--- config.mk ---
export PLATFORM = sky130hd
export DESIGN_NAME = qtable_greedy_reader
export DESIGN_NICKNAME = d
export VERILOG_FILES = /design/src/rtl/qlearn_pkg.sv /design/src/rtl/argmax_accum.sv /design/src/rtl/qtable_greedy_reader.sv
export SDC_FILE = /design/constraint.sdc
export NUM_CORES = 1
export LEC_CHECK = 0
export ABC_AREA = 1
export CORE_MARGIN = 1
export CORE_UTILIZATION = 51
export DETAILED_ROUTE_END_ITERATION = 7
export PLACE_DENSITY_LB_ADDON = 0.12
export SYNTH_ARGS = -nofsm -noshare
export SYNTH_HDL_FRONTEND = slang
export SYNTH_SLANG_ARGS = --single-unit
--- constraint.sdc ---
create_clock -name i_clk -period 4.4 [get_ports i_clk]
set_input_delay 0.44 -clock i_clk [delete_from_list [all_inputs] [get_ports i_clk]]
set_output_delay 0.44 -clock i_clk [all_outputs]
set_load 0.1 [all_outputs]
--- src/rtl/qlearn_pkg.sv ---
// Shared Q-learning constants, Q-table address helper and reader FSM type.
// Imported by the update pipeline, table and greedy reader modules.
package qlearn_pkg;

  localparam int STATE_WIDTH  = 6;
  localparam int ACTION_WIDTH = 2;
  localparam int NUM_ACTIONS  = 1 << ACTION_WIDTH;
  localparam int ADDR_WIDTH   = STATE_WIDTH + ACTION_WIDTH;
  localparam int DATA_WIDTH   = 8;

  typedef enum logic [1:0] {
    ST_IDLE,
    ST_SCAN,
    ST_DRAIN,
    ST_RESP
  } rd_state_e;

  function automatic logic [ADDR_WIDTH-1:0] q_addr(
    input logic [STATE_WIDTH-1:0]  s,
    input logic [ACTION_WIDTH-1:0] a
  );
    return {s, a};
  endfunction

endpackage

--- src/rtl/argmax_accum.sv ---
// Running argmax over returned Q entries: action 0 loads, later ones win only if strictly greater.
// Ports: i_clk, i_rst_n, i_clear, i_vld, i_action, i_q -> o_best_a, o_best_q.
module argmax_accum
  import qlearn_pkg::*;
(
  input  logic                    i_clk,
  input  logic                    i_rst_n,
  input  logic                    i_clear,
  input  logic                    i_vld,
  input  logic [ACTION_WIDTH-1:0] i_action,
  input  logic [DATA_WIDTH-1:0]   i_q,
  output logic [ACTION_WIDTH-1:0] o_best_a,
  output logic [DATA_WIDTH-1:0]   o_best_q
);

  logic [ACTION_WIDTH-1:0] r_best_a;
  logic [DATA_WIDTH-1:0]   r_best_q;
  logic                    w_take;

  // strict compare keeps the lowest index on ties
  assign w_take = i_vld &&
    ((i_action == '0) || (i_q > r_best_q));

  always_ff @(posedge i_clk) begin
    if (!i_rst_n) begin
      r_best_a <= '0;
      r_best_q <= '0;
    end else if (i_clear) begin
      r_best_a <= '0;
      r_best_q <= '0;
    end else if (w_take) begin
      r_best_a <= i_action;
      r_best_q <= i_q;
    end
  end

  assign o_best_a = r_best_a;
  assign o_best_q = r_best_q;

endmodule

--- src/rtl/qtable_greedy_reader.sv ---
// Greedy Q-table reader: scans all actions of a state, returns argmax action and its Q.
// Ports: req (valid/ready/state), rsp (valid/ready/action/qmax), Q-table read port with busy stall.
module qtable_greedy_reader
  import qlearn_pkg::*;
(
  input  logic                    i_clk,
  input  logic                    i_rst_n,
  input  logic                    i_req_valid,
  output logic                    o_req_ready,
  input  logic [STATE_WIDTH-1:0]  i_req_state,
  output logic                    o_rsp_valid,
  input  logic                    i_rsp_ready,
  output logic [ACTION_WIDTH-1:0] o_rsp_action,
  output logic [DATA_WIDTH-1:0]   o_rsp_qmax,
  output logic [ADDR_WIDTH-1:0]   o_mem_addr,
  output logic                    o_mem_rd_en,
  input  logic [DATA_WIDTH-1:0]   i_mem_data,
  input  logic                    i_mem_busy
);

  localparam logic [ACTION_WIDTH-1:0] LAST_A =
    ACTION_WIDTH'(NUM_ACTIONS - 1);

  rd_state_e               r_state;
  rd_state_e               w_next;
  logic [STATE_WIDTH-1:0]  r_sreg;
  logic [ACTION_WIDTH-1:0] r_cnt;
  logic [ADDR_WIDTH-1:0]   r_addr;
  logic                    r_rd_vld;
  logic [ACTION_WIDTH-1:0] r_rd_tag;

  logic w_accept;
  logic w_issue;
  logic w_last_issue;
  logic w_last_ret;
  logic w_rsp_hs;

  assign w_accept     = i_req_valid && (r_state == ST_IDLE);
  assign w_issue      = (r_state == ST_SCAN) && !i_mem_busy;
  assign w_last_issue = w_issue && (r_cnt == LAST_A);
  assign w_last_ret   = r_rd_vld && (r_rd_tag == LAST_A);
  assign w_rsp_hs     = (r_state == ST_RESP) && i_rsp_ready;

  always_ff @(posedge i_clk) begin
    if (!i_rst_n) r_state <= ST_IDLE;
    else          r_state <= w_next;
  end

  always_comb begin
    w_next = r_state;
    unique case (r_state)
      ST_IDLE:  if (w_accept)     w_next = ST_SCAN;
      ST_SCAN:  if (w_last_issue) w_next = ST_DRAIN;
      ST_DRAIN: if (w_last_ret)   w_next = ST_RESP;
      ST_RESP:  if (w_rsp_hs)     w_next = ST_IDLE;
      default:                    w_next = ST_IDLE;
    endcase
  end

  always_comb begin
    o_req_ready = (r_state == ST_IDLE);
    o_rsp_valid = (r_state == ST_RESP);
    o_mem_rd_en = w_issue;
    o_mem_addr  = w_issue ? q_addr(r_sreg, r_cnt) : r_addr;
  end

  always_ff @(posedge i_clk) begin
    if (!i_rst_n) begin
      r_sreg <= '0;
      r_cnt  <= '0;
      r_addr <= '0;
    end else begin
      if (w_accept) begin
        r_sreg <= i_req_state;
        r_cnt  <= '0;
      end else if (w_issue) begin
        r_cnt  <= r_cnt + 1'b1;
        r_addr <= q_addr(r_sreg, r_cnt);
      end
    end
  end

  // data returns one cycle after the strobe; tag it with its action
  always_ff @(posedge i_clk) begin
    if (!i_rst_n) begin
      r_rd_vld <= 1'b0;
      r_rd_tag <= '0;
    end else begin
      r_rd_vld <= w_issue;
      if (w_issue) r_rd_tag <= r_cnt;
    end
  end

  argmax_accum u_acc (
    .i_clk    (i_clk),
    .i_rst_n  (i_rst_n),
    .i_clear  (w_accept),
    .i_vld    (r_rd_vld),
    .i_action (r_rd_tag),
    .i_q      (i_mem_data),
    .o_best_a (o_rsp_action),
    .o_best_q (o_rsp_qmax)
  );

endmodule

==> results.md, run 1 <==
* Remaining routing DRC violations at 4
* First-pass detailed-route iteration total at 6
* Antenna viol nets, final at 0
* Post-CTS setup buffer count at 0
* Worst r2r src: r_state[0]$_SDFFE_PN0P_
* CP arrival at between 2000 and 3000 ps
* Sequential share of the synthesized area at about two fifths
* Cts repair resizes at 0
* Share of cells above drive strength 1 at 7.97%
* Synth area leader: dfxtp_1
* Yosys cell types at 23
* Die ar. at 0.00322 sq mm
* Final worst path period share at between 70% and 80%
* Hold_sp: u_acc.o_best_a[0]$_SDFFE_PP0P_
* Most frequent cells after synthesis: inv_1 (34), nand2_1 (34), dfxtp_1 (31)
* Critical Path RT at ~4000 ps
* Synthesized area per cell at 7.25 sq um
* Pin count of the biggest net entering global routing at 24
* Worst Skew at approximately 3.6 ps
* Vias in the first global route at 1,231
* Sum Neg Setup Slack at 0 ps
* Number of max-cap violations at 0
* Sink Count at 31
* RSZ-0062 raised after global routing: false
* Antenna fix cells at 0
* Area grow syn2layout at 29.2%
* PD cells at 580 mW/mm^2
* Root Driver: clkbuf_4
* Fin. max-slew vios at 0
* Critical path launch point type: flop
* Gpl congestion at 0.782
* Post-DP HPWL at 2.27 mm
* Hold endpoint: u_acc.o_best_a[0]$_SDFFE_PP0P_
* PnR Total Power at 1.15 mW
* Clk slew on worst S/H paths at 100 ps
* Hold depth at 2
* Synth Register Bits at 31
* Number of synthesized flops with an enable pin at 0
* Detailed Route WL at 3.18 mm
* Layout fillers at 252
* RR Endpoint: u_acc.o_best_q[1]$_SDFFE_PP0P_
* Port bufs at 39
* Post-synth ARST share at 0%
* Simple-gate area share of the yosys netlist at between 10% and 20%
* Die Width at ~57 um
* Adder-cell area share of the yosys netlist at approximately a tenth
* Die Y-Extent at 56.8 um
* Syn Std Cell Area at 0.00153 sq mm
* Reg area at 621 sq um
* Clock buffer depth at 2
* Clk Latency, worst-skew pair at 340 ps
* FMAX at 298 MHz
* Reg-to-reg slack, setup at 2480 ps
* Failing checks: DRC
* Crit Path Max Fanout at 22
* Worst VDD drop at roughly 0.36 mV
* Synth top area share at 40.6%
* Ys Warns at 0
* Synth Area in Compound Gates at 17.4%
* Status: finished, violations left
* Post-Syn Instances at 211
* Largest family of logic cells by synthesized area: simple AND/OR/NAND/NOR gates
* Final min period at about 3400 ps
* Leading post-synthesis cells by cell area: dfxtp_1 (41%), ha_1 (11%), inv_1 (8.3%), nand2_1 (8.3%), a21oi_1 (7.9%)
* Main synth FF type: dfxtp_1
* Io pins at 40
* CTS Buf Count at 5
* Cts hold-fix bufs at 0
* GRT Util Overall at a little over a fifth
* Iteration-0 DRC Markers at 47
* CTS tree: built
* # rows at 19
* Final setup viols at 0
* Wire per inst at 11.3 um
* Post-Synth XOR/XNOR Area at 0%
* Hold Crit Class: flop to flop
* Register-to-Register Path Depth at 7
* Multi-input logic area at between 700 and 800 sq um
* Crit end category: output pin
* Worst-margin pin slew at between 900 and 1000 ps
* Avg Vias per Cell at 4.98
* Nets at 282
* Initial antenna violation count at 0
* Initial Utilization at 54.5%
* H-tree level count at 2
* Multiplexer share of the synthesized area at 0%
* Worst slew margin at 35.4%
* CP Class: flop to output pin
* First-pass GRT wire length at 5.27 mm
* Vias at approximately 1,400
* GRT overflow at 0
* Static Leak at 0.844 nW
* Core Region at about 0.0028 sq mm
* Synthesized Nets at 243
* Final-report hold violation count at 0
==> power breakdown <==
group / internal (mW) / switching, mW
Sequential: 0.335 / 0.0309
Clock: 0.0933 / 0.101
Combinational: 0.140 / 0.445
Total: 0.569 / 0.577
==> per-stage QoR <==
step	instances	hold WS, ps	area, sq um	utilization, %	setup slack, ps
after floorplan	211	447	1530	-	981
after global placement	274	461	1900	67.8	1180
after detailed placement	274	466	1900	67.8	1160
after CTS	282	481	1980	70.4	1030
after global routing	282	496	1980	70.4	822
final	282	478	1980	70.4	1040
==> cell families (layout without fill, tap and decap cells) <==
logic type,count (synthesis),count (layout)
buffers and inverters,44,84
DFF,31,31
and+or+nand+nor,71,71
AOI/OAI and AO/OA,52,52
adders and majority gates,13,13
==> worst max-delay path, cell delays in order, from the launching register on <==
cell             delay, ps
dfxtp_1                340
inv_1                  100
ha_1                   170
inv_1                   50
nor2_2                 530
nand2_1                 90
o21ai_0                130
clkdlybuf4s50_1       1180
==> sequential cells by signal, indices dropped and copies added (netlist names) <==
signal / cells
r_rd_tag: 2
u_acc.o_best_q: 8
r_cnt: 2
r_addr: 8
u_acc.o_best_a: 2
r_rd_vld: 1
r_sreg: 6
r_state: 2
==> layout make-up <==
cell class,count,share of cell area [%]
inverter,37,7.03
clock buffer,7,3.29
timing repair buffer,39,19.1
tap,31,1.96
clock inverter,1,0.380
sequential,31,31.4
multi-input combinational,136,36.8
==> worst max-delay path by stage <==
stage                                  startpoint       endpoint  slack (ps)
after global placement                 i_mem_busy  o_mem_addr[5]        1180
final                     r_state[1]$_SDFFE_PN0P_  o_mem_addr[5]        1040
after global routing      r_state[1]$_SDFFE_PN0P_  o_mem_addr[6]         820
after CTS                 r_state[1]$_SDFFE_PN0P_  o_mem_addr[5]        1030
after detailed placement               i_mem_busy  o_mem_addr[5]        1160
after floorplan           r_state[1]$_SDFFE_PN0P_  o_mem_addr[0]         980
==> per-layer routing <==
| metal | GRT usage (%) | up-vias | wire [um] |
|---|---|---|---|
| li1 | - | 755 | - |
| met1 | 28.0 | 609 | 1580 |
| met2 | 32.1 | 35 | 1360 |
| met3 | 7.37 | 6 | 172 |
| met4 | 9.41 | 0 | 68 |
| met5 | 0 | - | 0 |
==> placed cells by master (no fill, tap or decap) <==
cell             instances
clkdlybuf4s50_1         34
nand4_1                  1
nor2_1                  18
nor2_2                   2
inv_2                    2
nand2_1                 34
clkbuf_4                 5
buf_4                    5
o21ai_0                 24
a211oi_1                 1
nand3_1                 12
clkinv_1                 1
dfxtp_1                 31
clkinvlp_4               1
nand2_2                  2
nor3_1                   1
o22ai_1                  1
ha_1                    13
o21ai_1                  1
a21o_1                   1
clkbuf_8                 2
inv_1                   34
a21oi_1                 24
or2_2                    1
No activity file was read; power rests on OpenSTA's default activity.
==> run 2: changes to the inputs <==
- CORE_UTILIZATION: 51 -> 48
- clock period: 4.4 -> 3.1 ns (I/O delays scaled with it)
==> run 2 against run 1 <==
Net effect:
- the flow now finishes without violations
- first-iteration DRC count up 19%
- sequential share of layout area up 0.34 points
- flip-flop and latch count unchanged
- sequential power up 41%
- power up 35%
- core utilization down 5.9 points
- clock skew up 5.5 ps
- count of clock-buffer cells in the layout unchanged
- clock power up 14%
- die area up 6.0%
- register-to-register slack worse by 1300 ps
- routed wire length down 11%
- critical path type unchanged
==> results.md, run 2 (synthesized netlist as in run 1, its figures left out) <==
* Status: finished, final reports clean
* Avg Vias per Cell at 4.74
* Commonest cells after routing, fill and taps aside: inv_1 (34), nand2_1 (34), dfxtp_1 (31)
* Worst Setup SP: r_state[1]$_SDFFE_PN0P_
* Critical path launch point type: flop
* Worst r2r src: r_state[0]$_SDFFE_PN0P_
* Number of max-cap violations at 0
* Register-to-Register Path Depth at 7
* Hold Crit Class: flop to flop
* Antenna viol nets, final at 0
* Root Driver: clkbuf_4
* Max incr delay on CP at 530 ps
* Wire per inst at 9.62 um
* RSZ-0062 raised after global routing: false
* CP Class: flop to output pin
* CTS Buf Count at 5
* GRT overflow at 0
* Reg-to-reg slack, setup at 1220 ps
* Area grow syn2layout at 27.8%
* Port bufs at 39
* Clk slew on worst S/H paths at 90 ps
* Setup ws final at 669 ps
* Die Y-Extent at 58.4 um
* Iteration-0 DRC Markers at 56
* Cts hold-fix bufs at 0
* H-tree level count at 2
* Worst VDD drop at just under 0.5 mV
* Clock buffer depth at 2
* Multi-input logic area at 727 sq um
* Layout fillers at between 200 and 300
* Crit path cell chain: inv_1, ha_1, inv_1, nor2_2, nand2_1, o21ai_0, buf_4
* Post-CTS setup buffer count at 0
* Final worst path period share at approximately four fifths
* Gpl congestion at 0.742
* Vias in the first global route at roughly 1,200
* PD cells at 793 mW/mm^2
* # rows at 20
* Worst hold slack at 472 ps
* Area after DPL at 0.00190 sq mm
* Io pins at 40
* Post-route cell area at 0.00195 sq mm
* Antenna fix cells at 0
* Worst slew margin at 35.6%
* Delay-heaviest family, CP: simple AND/OR/NAND/NOR gates
* Detailed Route WL at 2.84 mm
* Post-DP HPWL at a little over 2 mm
* Final min period at roughly 2400 ps
* Final setup viols at 0
* FMAX at 411 MHz
* Worst path most repeated cell: inv_1
* Clk Latency, worst-skew pair at 330 ps
* Core Region at 0.00303 sq mm
* Crit Path Max Fanout at 22
* Die Width at 58.4 um
* First-pass detailed-route iteration total at 4
* Reg area at 621 sq um
* Hold depth at 2
* Share of cells above drive strength 1 at 9.56%
* GRT Util Overall at 19.6%
* Pre-CTS setup slack at 908 ps
* CP arrival at 2120 ps
* Worst Skew at 9.09 ps
* Crit path max-delay cell type: nor2_2
* Worst-margin pin slew at a little under 1000 ps
* Vias at roughly 1,400
* Remaining routing DRC violations at 0
* Die ar. at between 0.003 and 0.004 sq mm
* Fin. max-slew vios at 0
* Crit path depth at 7
* Final-report hold violation count at 0
* First-pass GRT wire length at 5.10 mm
* Cts repair resizes at 0
* Sink Count at 31
* Sum Neg Setup Slack at 0 ps
* CP bufs+invs at 3
* Pin count of the biggest net entering global routing at 24
* Hold_sp: u_acc.o_best_a[1]$_SDFFE_PP0P_
* Static Leak at 0.845 nW
* Initial Utilization at approximately half
* Crit end category: output pin
* Initial antenna violation count at 0
* Critical Path RT at 2790 ps
* Nets at 282
* CTS tree: built
run 2: cell types whose count changed in the layout (fill, tap and decap cells not counted), sizes merged:
cell / previous run / this run
clkinv: 1 / 2
clkinvlp: 1 / 0
clkdlybuf4s50: 34 / 28
buf: 5 / 11
run 2: layout make-up:
cell class,instances,share of cell area (%)
Sequential cell,31,31.8
Clock inverter,1,0.256
Inverter,37,7.11
Tap cell,44,2.82
Multi-Input combinational cell,136,37.2
Clock buffer,7,2.30
Timing Repair Buffer,39,18.6
run 2: final timing paths:
path	end
setup reg to reg	u_acc.o_best_q[7]$_SDFFE_PP0P_
hold / removal	u_acc.o_best_a[1]$_SDFFE_PP0P_
hold reg to reg	u_acc.o_best_a[1]$_SDFFE_PP0P_
setup / recovery	o_mem_addr[0]
run 2: tightest hold or removal path, cell delays in order (launching register included):
cell and delay (ps):
dfxtp_1 320, nand2_1 60, a21oi_1 50
run 2: per-stage QoR:
step / cells / utilization [%] / power, mW
detailed placement: 287 / 62.9 / 1.34
finish: 295 / 64.5 / 1.55
global route: 295 / 64.5 / 1.66
global placement: 287 / 62.9 / 1.34
CTS: 295 / 64.5 / 1.57
floorplan: 211 / - / 1.19
run 2: report_power, final:
group          switching (mW)  leakage, nW  total [mW]  internal [mW]
Combinational           0.624        0.562       0.812          0.188
Sequential             0.0405        0.253       0.516          0.476
Clock                   0.133       0.0293       0.221         0.0883
run 2: routing by layer:
layer | vias to the layer above | track usage [%] | routed length, um
met2 | 37 | 31.0 | 1290
met3 | 6 | 5.93 | 148
met1 | 600 | 24.9 | 1340
li1 | 754 | - | -
met4 | 0 | 8.16 | 55
met5 | - | 0 | 0
